**config.mk**
```make
export PLATFORM = sky130hd
export DESIGN_NAME = spi_rom_responder
export DESIGN_NICKNAME = d
export VERILOG_FILES = /design/src/rtl/spi_rom_responder_pkg.sv /design/src/rtl/spi_rom_responder_sync_edge.sv /design/src/rtl/spi_rom_responder.sv
export SDC_FILE = /design/constraint.sdc
export NUM_CORES = 2
export LEC_CHECK = 0
export ABC_CLOCK_PERIOD_IN_PS = 3100
export BUFFER_PORTS_ARGS = -buffer_cell sky130_fd_sc_hd__buf_2
export CAP_MARGIN = 20
export CORE_UTILIZATION = 40
export DETAILED_ROUTE_END_ITERATION = 16
export GPL_ROUTABILITY_DRIVEN = 0
export PLACE_DENSITY_LB_ADDON = 0.05
export SETUP_SLACK_MARGIN = 0.02
export SYNTH_ARGS = -nofsm -noshare
export SYNTH_HDL_FRONTEND = slang
export SYNTH_SLANG_ARGS = --single-unit
```
**constraint.sdc**
```tcl
create_clock -name clk -period 3.1 [get_ports clk]
set_input_delay 0 -clock clk [delete_from_list [all_inputs] [get_ports clk]]
set_output_delay 0 -clock clk [all_outputs]
set_load 0.01 [all_outputs]
```
**src/rtl/spi_rom_responder_pkg.sv**
```systemverilog
// Shared SPI definitions for the ROM responder: opcodes, FSM state encoding and opcode helper.
package spi_rom_responder_pkg;

    localparam logic [7:0] OP_READ      = 8'h03;
    localparam logic [7:0] OP_FAST_READ = 8'h0B;
    localparam int         ADDR_BITS    = 24;

    typedef enum logic [2:0] {
        ST_IDLE,
        ST_CMD,
        ST_ADDR,
        ST_DUMMY,
        ST_DATA,
        ST_IGNORE
    } spi_state_e;

    function automatic logic is_read_op(input logic [7:0] op);
        return (op == OP_READ) || (op == OP_FAST_READ);
    endfunction

endpackage

```
**src/rtl/spi_rom_responder_sync_edge.sv**
```systemverilog
// Two-flop synchronizer for one asynchronous SPI pin, with rise/fall pulses
// derived from the synchronized level.
module spi_sync_edge (
    input  logic clk,
    input  logic reset_n,
    input  logic d_i,
    output logic level_o,
    output logic rise_o,
    output logic fall_o
);

    logic [1:0] sync_q;
    logic       prev_q;

    always_ff @(posedge clk or negedge reset_n) begin
        if (!reset_n) begin
            sync_q <= '0;
            prev_q <= 1'b0;
        end else begin
            sync_q <= {sync_q[0], d_i};
            prev_q <= sync_q[1];
        end
    end

    assign level_o = sync_q[1];
    assign rise_o  = sync_q[1] & ~prev_q;
    assign fall_o  = ~sync_q[1] & prev_q;

endmodule

```
**src/rtl/spi_rom_responder.sv**
```systemverilog
// SPI mode-0 ROM slave answering READ (03h) and FAST READ (0Bh) from an internal
// byte memory that the host loads through a simple write port.
module spi_rom_responder
    import spi_rom_responder_pkg::*;
#(
    parameter int MEM_AW       = 8,
    parameter int DUMMY_CYCLES = 8
) (
    input  logic              clk,
    input  logic              reset_n,
    input  logic              spi_cs,
    input  logic              spi_sclk,
    input  logic              spi_mosi,
    output logic              spi_miso,
    input  logic              wr_en,
    input  logic [MEM_AW-1:0] wr_addr,
    input  logic [7:0]        wr_data,
    output logic              active,
    output logic              cmd_error
);

    localparam int CNT_MAX = (DUMMY_CYCLES > ADDR_BITS) ? DUMMY_CYCLES : ADDR_BITS;
    localparam int CNT_W   = $clog2(CNT_MAX);

    logic [2:0] s_lvl, s_rise, s_fall;

    // Index 2 = CS, 1 = SCLK, 0 = MOSI; all three see identical latency.
    spi_sync_edge u_sync [2:0] (
        .clk     (clk),
        .reset_n (reset_n),
        .d_i     ({spi_cs, spi_sclk, spi_mosi}),
        .level_o (s_lvl),
        .rise_o  (s_rise),
        .fall_o  (s_fall)
    );

    logic cs_lvl, cs_rise, sclk_rise, sclk_fall, mosi_lvl;
    logic sync_unused;
    assign cs_lvl      = s_lvl[2];
    assign cs_rise     = s_rise[2];
    assign sclk_rise   = s_rise[1];
    assign sclk_fall   = s_fall[1];
    assign mosi_lvl    = s_lvl[0];
    assign sync_unused = ^{s_fall[2], s_lvl[1], s_rise[0], s_fall[0]};

    spi_state_e        state_q, state_d;
    logic [CNT_W-1:0]  cnt_q, cnt_d;
    logic [6:0]        cmd_sr_q, cmd_sr_d;
    logic [MEM_AW-1:0] addr_q, addr_d, addr_nxt;
    logic [6:0]        data_sr_q, data_sr_d;
    logic [2:0]        dbit_q, dbit_d;
    logic              fast_q, fast_d;
    logic              miso_q, miso_d;
    logic              err_q, err_d;
    logic [1:0]        settle_q;
    logic              armed_q;
    logic [7:0]        opcode;
    logic              rd_en;
    logic [MEM_AW-1:0] rd_addr;
    logic [7:0]        rd_data_q;
    logic [7:0]        mem_q [0:(1<<MEM_AW)-1];

    // Memory has no reset so contents survive reset; reads return pre-write data.
    always_ff @(posedge clk) begin
        if (wr_en) mem_q[wr_addr] <= wr_data;
        if (rd_en) rd_data_q <= mem_q[rd_addr];
    end

    always_comb begin
        state_d   = state_q;
        cnt_d     = cnt_q;
        cmd_sr_d  = cmd_sr_q;
        addr_d    = addr_q;
        data_sr_d = data_sr_q;
        dbit_d    = dbit_q;
        fast_d    = fast_q;
        miso_d    = miso_q;
        err_d     = 1'b0;
        rd_en     = 1'b0;
        rd_addr   = addr_q;
        opcode    = {cmd_sr_q, mosi_lvl};
        addr_nxt  = (addr_q << 1) | MEM_AW'(mosi_lvl);

        case (state_q)
            ST_IDLE: begin
                miso_d = 1'b0;
                cnt_d  = '0;
                dbit_d = '0;
                if (cs_rise && armed_q) state_d = ST_CMD;
            end
            ST_CMD: if (sclk_rise) begin
                cmd_sr_d = opcode[6:0];
                cnt_d    = cnt_q + 1'b1;
                if (cnt_q == CNT_W'(7)) begin
                    cnt_d = '0;
                    if (is_read_op(opcode)) begin
                        state_d = ST_ADDR;
                        fast_d  = (opcode == OP_FAST_READ);
                    end else begin
                        state_d = ST_IGNORE;
                        err_d   = 1'b1;
                    end
                end
            end
            ST_ADDR: if (sclk_rise) begin
                addr_d = addr_nxt;
                cnt_d  = cnt_q + 1'b1;
                if (cnt_q == CNT_W'(ADDR_BITS - 1)) begin
                    cnt_d   = '0;
                    rd_en   = 1'b1;
                    rd_addr = addr_nxt;
                    state_d = (fast_q && DUMMY_CYCLES != 0) ? ST_DUMMY : ST_DATA;
                end
            end
            ST_DUMMY: if (sclk_rise) begin
                cnt_d = cnt_q + 1'b1;
                if (cnt_q == CNT_W'(DUMMY_CYCLES - 1)) begin
                    cnt_d   = '0;
                    rd_en   = 1'b1;
                    state_d = ST_DATA;
                end
            end
            ST_DATA: if (sclk_fall) begin
                dbit_d = dbit_q + 1'b1;
                if (dbit_q == 3'd0) begin
                    // Byte boundary: present the fetched byte, prefetch the next one.
                    miso_d    = rd_data_q[7];
                    data_sr_d = rd_data_q[6:0];
                    addr_d    = addr_q + 1'b1;
                    rd_en     = 1'b1;
                    rd_addr   = addr_q + 1'b1;
                end else begin
                    miso_d    = data_sr_q[6];
                    data_sr_d = {data_sr_q[5:0], 1'b0};
                end
            end
            ST_IGNORE: ;
            default: state_d = ST_IDLE;
        endcase

        if (state_q != ST_IDLE && !cs_lvl) begin
            state_d = ST_IDLE;
            miso_d  = 1'b0;
            cnt_d   = '0;
            dbit_d  = '0;
            err_d   = 1'b0;
            rd_en   = 1'b0;
        end
    end

    always_ff @(posedge clk or negedge reset_n) begin
        if (!reset_n) begin
            state_q   <= ST_IDLE;
            cnt_q     <= '0;
            cmd_sr_q  <= '0;
            addr_q    <= '0;
            data_sr_q <= '0;
            dbit_q    <= '0;
            fast_q    <= 1'b0;
            miso_q    <= 1'b0;
            err_q     <= 1'b0;
            settle_q  <= '0;
            armed_q   <= 1'b0;
        end else begin
            state_q   <= state_d;
            cnt_q     <= cnt_d;
            cmd_sr_q  <= cmd_sr_d;
            addr_q    <= addr_d;
            data_sr_q <= data_sr_d;
            dbit_q    <= dbit_d;
            fast_q    <= fast_d;
            miso_q    <= miso_d;
            err_q     <= err_d;
            // Only accept a CS rise once CS has been seen low after the synchronizers settle.
            settle_q  <= (settle_q == 2'd3) ? settle_q : settle_q + 2'd1;
            armed_q   <= armed_q | ((settle_q == 2'd3) & ~cs_lvl);
        end
    end

    assign spi_miso  = miso_q;
    assign cmd_error = err_q;
    assign active    = (state_q == ST_CMD) || (state_q == ST_ADDR) ||
                       (state_q == ST_DUMMY) || (state_q == ST_DATA);

endmodule
```
After elaboration in Yosys (flattened, before gate mapping)
Memory sizes are Yosys's and may differ from the RTL's. A register that Yosys moved wholly into a read port is not among the register bits.
Cells that the tools add are included.
{"block": "word_totals", "regBits": 47, "inputBits": 22, "out_inout_bits": 3, "word_cells": 121, "latchBits": 0, "n_memories": 1, "ramBits": 2048, "rom_bits": 0}
{"name": "mem_q", "words": 256, "word_bits": 8, "read_ports": 1, "rd_clocked_by_memory_dff": 1, "wr": 1, "line_no": "spi_rom_responder.sv:61", "source": "logic [7:0] mem_q [0:(1<<MEM_AW)-1];"}
{"block": "classes", "n_shift": 0, "n_reduce_logical": 22, "eq_ne": 21, "mux": 47, "n_addsub": 4, "mul": 0, "n_bitwise": 10, "magnitude_cmp": 0, "n_div": 0}
{"operator": "2-to-1 mux 8 bit", "n": 5}
{"operator": "2-to-1 mux 3 bit", "n": 12}
{"operator": "case mux 8 bit (2 select lines)", "n": 2}
{"operator": "2-to-1 mux 5 bit", "n": 5}
{"operator": "inequality test 3 bit (second input constant)", "n": 8}
{"operator": "2-to-1 mux 1 bit", "n": 17}
{"operator": "case mux 3 bit (5 select lines)", "n": 1}
{"operator": "case mux 5 bit (3 select lines)", "n": 1}
{"operator": "adder 8 x 1 -> 8 bit (second input constant)", "n": 1}
{"operator": "== test 8 x 2 -> 1 bit (second input constant)", "n": 1}
{"operator": "== test 8 x 4 -> 1 bit (second input constant)", "n": 1}
{"operator": "bitwise OR 8 x 1 -> 8 bit", "n": 1}
{"operator": "AND reduction 2 bit", "n": 4}
{"operator": "AND reduction 8 bit", "n": 1}
{"operator": "2-to-1 mux 7 bit", "n": 1}
{"operator": "== test 3 x 2 -> 1 bit (second input constant)", "n": 2}
{"operator": "== test 3 bit (second input constant)", "n": 2}
{"operator": "logical NOT 3 bit", "n": 2}
{"operator": "case mux 3 bit (2 select lines)", "n": 1}
{"operator": "nonzero test 3 bit", "n": 2}
{"operator": "adder 5 x 1 -> 5 bit (second input constant)", "n": 1}
{"operator": "== test 5 x 3 -> 1 bit (second input constant)", "n": 1}
{"operator": "== test 5 bit (second input constant)", "n": 1}
{"operator": "bitwise AND 1 bit", "n": 4}
{"operator": "other kinds (19)", "n": 27}

Depth between registers and ports, before layout
{"block": "logic_depth", "ltp_word": 7, "mapped_depth": 18}

Hierarchy
From an unflattened synthesis, not the netlist that was laid out.
{"block": "hier_totals", "hier_cells": 6075, "hier_area_um2": 85330.6}
{"mod": "spi_rom_responder", "cells_per_inst": 6060, "area_per_inst_um2": 85060.3, "instances": 1}
{"mod": "spi_sync_edge", "cells_per_inst": 5, "area_per_inst_um2": 90.1, "instances": 3}

Least setup slack after synthesis
OpenSTA, ideal clock, no wires.
{"block": "synth_timing", "path_kind": "register to register", "startpoint": "reg cnt_q[0]", "endpoint": "reg rd_data_q[0], read port of mem_q (data pin)", "setup_slack_ns": -0.284, "path_stages_with_launch": 13, "arrival_time_ns": 3.127, "n_path_buf": 3, "cell_sequence": "dfrtp_1 ha_1 nand4b_2 nor3_4 o221a_4 buf_8 buf_4 buf_2 mux4_2 a22oi_1 nand4_1 nor4_1 and4bb_1"}
{"block": "synth_between", "elab_chain_len": 5, "word_cells_on_any_way": 11}
{"item": "start, declared", "line_no": "spi_rom_responder.sv:47", "source": "logic [CNT_W-1:0] cnt_q, cnt_d;"}
{"item": "start signal, assigned", "line_no": "spi_rom_responder.sv:166", "source": "cnt_q <= cnt_d;"}
{"item": "== test 5 x 3 -> 1 bit / == test 5 bit (equally long branches)", "line_no": "spi_rom_responder.sv:117, spi_rom_responder.sv:108"}
{"item": "2-to-1 mux 1 bit, on equally long branches", "line_no": "spi_rom_responder.sv:117, spi_rom_responder.sv:108"}
{"item": "2-to-1 mux 1 bit, on equally long branches", "line_no": "spi_rom_responder.sv:115, spi_rom_responder.sv:105"}
{"item": "case mux 1 bit (3 select lines)", "line_no": "spi_rom_responder.sv:84", "source": "case (state_q)"}
{"item": "2-to-1 mux 1 bit", "line_no": "spi_rom_responder.sv:141", "source": "if (state_q != ST_IDLE && !cs_lvl) begin"}
{"item": "end, declared", "line_no": "spi_rom_responder.sv:60", "source": "logic [7:0] rd_data_q;"}
Parallel ways exist; a longest one is shown, timed or not.
A chain may end at the register's enable or synchronous reset.

Worst setup path after layout
{"block": "layout_timing", "startpoint": "reg state_q[2]", "endpoint": "reg rd_data_q[7], read port of mem_q (data pin)"}
{"block": "layout_between", "elab_chain_len": 3, "word_cells_on_any_way": 8}
{"item": "start, declared", "line_no": "spi_rom_responder.sv:46", "source": "spi_state_e state_q, state_d;"}
{"item": "start signal, assigned", "line_no": "spi_rom_responder.sv:165", "source": "state_q <= state_d;"}
{"item": "== test 3 bit, or another cell as far along", "line_no": "spi_rom_responder.sv:84"}
{"item": "case mux 1 bit (3 select lines) / logical AND 1 bit (equally long branches)", "line_no": "spi_rom_responder.sv:84, spi_rom_responder.sv:141"}
{"item": "2-to-1 mux 1 bit", "line_no": "spi_rom_responder.sv:141"}
Parallel ways exist; a longest one is shown, timed or not.

==> run summary <==
Drt total wl: 258 mm
Core Area: 205000 um^2
RSZ-0062 raised after global routing: true
First-pass GRT wire length: 365 mm
Fin crit share: 135%
Crit. End Element: flip-flop
CP Launch Type: flip-flop
Setup violators final: 8
Number of DRC markers in iteration 0: 4779
Most frequent cell on the critical path: buf_4
Number of max-cap violations: 0
CP max stage cell: a211o_4
Die Y: 457 um
Worst Hold Class: in -> reg
Hold slack: 0.168 ns
Worst reg2reg setup slack: -1.10 ns
Clk slew on worst S/H paths: 0.06 ns
Fin area: 102000 um^2
Req. time, crit path: 3.71 ns
Routed vias: 47500
Pins Over Slew Limit: 0
DIE WIDTH: 457 um
Placement Rows: 166
IO Port Bufs: 24
Avg Cell Area, Syn: 17.8 um^2
Post-synth EDFFs: 2056
Status: finished with violations
Fmax: 238 MHz
Cell area after synthesis: 82900 um^2
Final nets: 5585
Least-Margin Pin Slew: 1.08 ns
H-tree levels: 4
Synth warnings: 0
Worst Slack Setup Final: -1.10 ns
Top FF cell, synth: edfxtp_1
Post-route ant nets: 0
Initial antenna violation count: 8
Max clock buf depth: 3
Synth Net Count: 4687
WS Path Type: reg -> reg
DRT Pass-1 Iters: 7
Largest net degree at the start of global routing: 119
CP max stage delay: 0.51 ns
Gr ovfl total: 0
Synth Register Bits: 2103
Sink Count: 2103
Seq/Total Area, Yosys: 75.9%
Crit Path Max Fanout: 25
Failing checks: negative setup slack
PD cells: 828 nW/um^2
Asr flop ratio synth: 2.23%
Worst EP arrival: 4.81 ns
CTS tree: done
CP cell instances: buf_4 > and4bb_2 > nand3_1 > a211o_4 > buf_4 > buf_12 > buf_12 > mux2_2 > o22ai_1 > a221oi_1 > a22oi_1 > buf_4 > nand4_1 > and4bb_1
IO Pins: 25
HPWL after DPL: 171 mm
Leakage: 34.4 nW
Worst VDD drop: 628 uV
Final Hold Viols: 0
Gr usage total: 24.6%
Slew HR: 27.7%
Vias in the first global route: 47000
Synthesized instance count: 4660
Synth cell types: 81
Placed instance area: 92700 um^2
Worst skew pair latency: 0.87 ns
Fraction of layout cells with a size suffix above 1: 30.0%
DR DRC count: 0
Num CTS Buffers: 221
Pre-CTS setup slack: -1.72 ns
DR WL/cell: 30.6 um
Initial Util: 40.4%
Skew final: 0.0489 ns
Layout Area Growth over Synthesis: 22.6%
Root Driver: clkbuf_16
Minimum clock period: 4.20 ns
Die area: 209000 um^2
Via density: 5.63
worst paths after layout:
kind / from / to / cells past startpoint
max: state_q[2] / rd_data_q[7] / 14
min: wr_data[7] / mem_q[227][7] / 2
max reg2reg: state_q[2] / rd_data_q[7] / 14
min reg2reg: u_sync[2].sync_q[0] / u_sync[2].sync_q[1] / 0
max in group asynchronous: reset_n / data_sr_q[5] / 4
min in group asynchronous: reset_n / cmd_sr_q[6] / 4
logic make-up (layout without fill, tap and decap cells):
logic type | Yosys count | after routing | synth area share, %
flip-flops | 2103 | 2103 | 75.9
AND/OR/NAND/NOR | 1341 | 1341 | 7.50
multiplexers | 487 | 487 | 10.8
AO/OA/AOI/OAI | 424 | 424 | 3.69
buffers and inverters | 297 | 1381 | 1.97
adder cells (fa/ha/maj) | 5 | 5 | 0.0755
XOR/XNOR | 3 | 3 | 0.0317
other | 0 | 1 | 0
routing by layer:
metal  vias up  GRT usage, %  part of all wire, %
li1      20500             -                    -
met1     25200          35.8                   45
met2      1484          39.3                   48
met3       285          3.06                  5.3
met4         0          5.81                  2.2
met5         -             0                    0
worst max-delay path: cells and delay by family (launching register included):
kind                   cells  cell delay [ns]
muxes                      1             0.29
DFF                        1             0.41
buffers and inverters      5             0.83
AOI/OAI and AO/OA          4             1.12
and+or+nand+nor            4             1.28
synth_stat cells (all sizes together), types with 8 or more instances:
cell       n  area share (%)
dfrtp     47             1.4
buf      159             1.3
mux4     324             8.8
a21oi     99            0.61
o21ai     15           0.095
o22ai     22            0.17
nand2    505             2.3
inv       14           0.063
and3      71            0.54
a22o      22            0.23
nor4      29            0.23
nor2     324             1.5
nand4b     9            0.10
edfxtp  2056              74
clkbuf   123            0.56
mux2i    124             1.5
a22oi     88            0.80
a221oi    32            0.34
nor2b     13           0.098
nand4     92            0.69
mux2      39            0.53
a211oi    35            0.34
nor3      34            0.29
a32oi     32            0.34
nand3    227             1.4
o31ai     10           0.091
a31oi     20            0.15
and4bb     8            0.12
a32o       9            0.11
power breakdown:
group / internal [mW] / switching (mW)
logic: 11.4 / 14.5
clock network: 15.5 / 11.1
registers: 31.5 / 0.137
total: 58.4 / 25.7
area by class of cell:
cell class | count | area, um^2
diodes | 1 | 2.50
clock buffers | 284 | 5850
clock inverters | 125 | 1370
fillers | 17100 | 104000
inverters | 15 | 56.3
multi-input cells | 2260 | 19100
flip-flops and latches | 2103 | 62900
well taps | 2688 | 3360
repair buffers | 957 | 8950
metrics by stage:
stage | total power [mW] | utilization (%) | TNS (ns) | std cells
after detailed placement | 56.6 | 45.2 | -12.64 | 7923
after CTS | 84.4 | 49.3 | -8.95 | 8412
final | 84.1 | 49.5 | -8.34 | 8433
after global routing | 86.9 | 49.5 | -9.00 | 8433
after floorplan | 44.1 | - | -0.307 | 4660
after global placement | 56.6 | 45.2 | -13.37 | 7919
cell usage in the layout, fill, tap and decap left out, drive strengths merged, types with 7 or more instances in the layout:
cell type,n
a311oi,7
a221oi,32
and3,71
clkbuf,285
a21oi,99
nor3,34
a22oi,88
nor2,324
nand3,227
nand2,505
o31ai,10
nor4,29
a211oi,35
inv,21
dlygate4sd3,28
bufinv,27
o22ai,22
clkinv,90
mux2i,124
and4bb,8
mux2,39
a22o,22
and4,7
dfrtp,47
nand4b,9
nor2b,13
edfxtp,2056
a31oi,20
nand4,92
a32oi,32
buf,926
o21ai,15
mux4,324
a32o,9
flip-flops by register name, indices dropped and copies added (netlist names), 3 cells and up:
name and count:
rd_data_q 8, addr_q 8, mem_q 2048, cmd_sr_q 7, state_q 3, cnt_q 5
u_sync.sync_q 6, data_sr_q 7, dbit_q 3
what timing repair did:
action / in CTS / in global routing
endpoints found under the setup margin: 8 / 8
pin swaps: 37 / 26
hold buffers: 29 / 0
endpoints found under the hold margin: 2120 / 0
setup buffers: 48 / 20
resized for setup: 92 / 46
cloned: 4 / 1
Power figures use the tool's default switching activity.
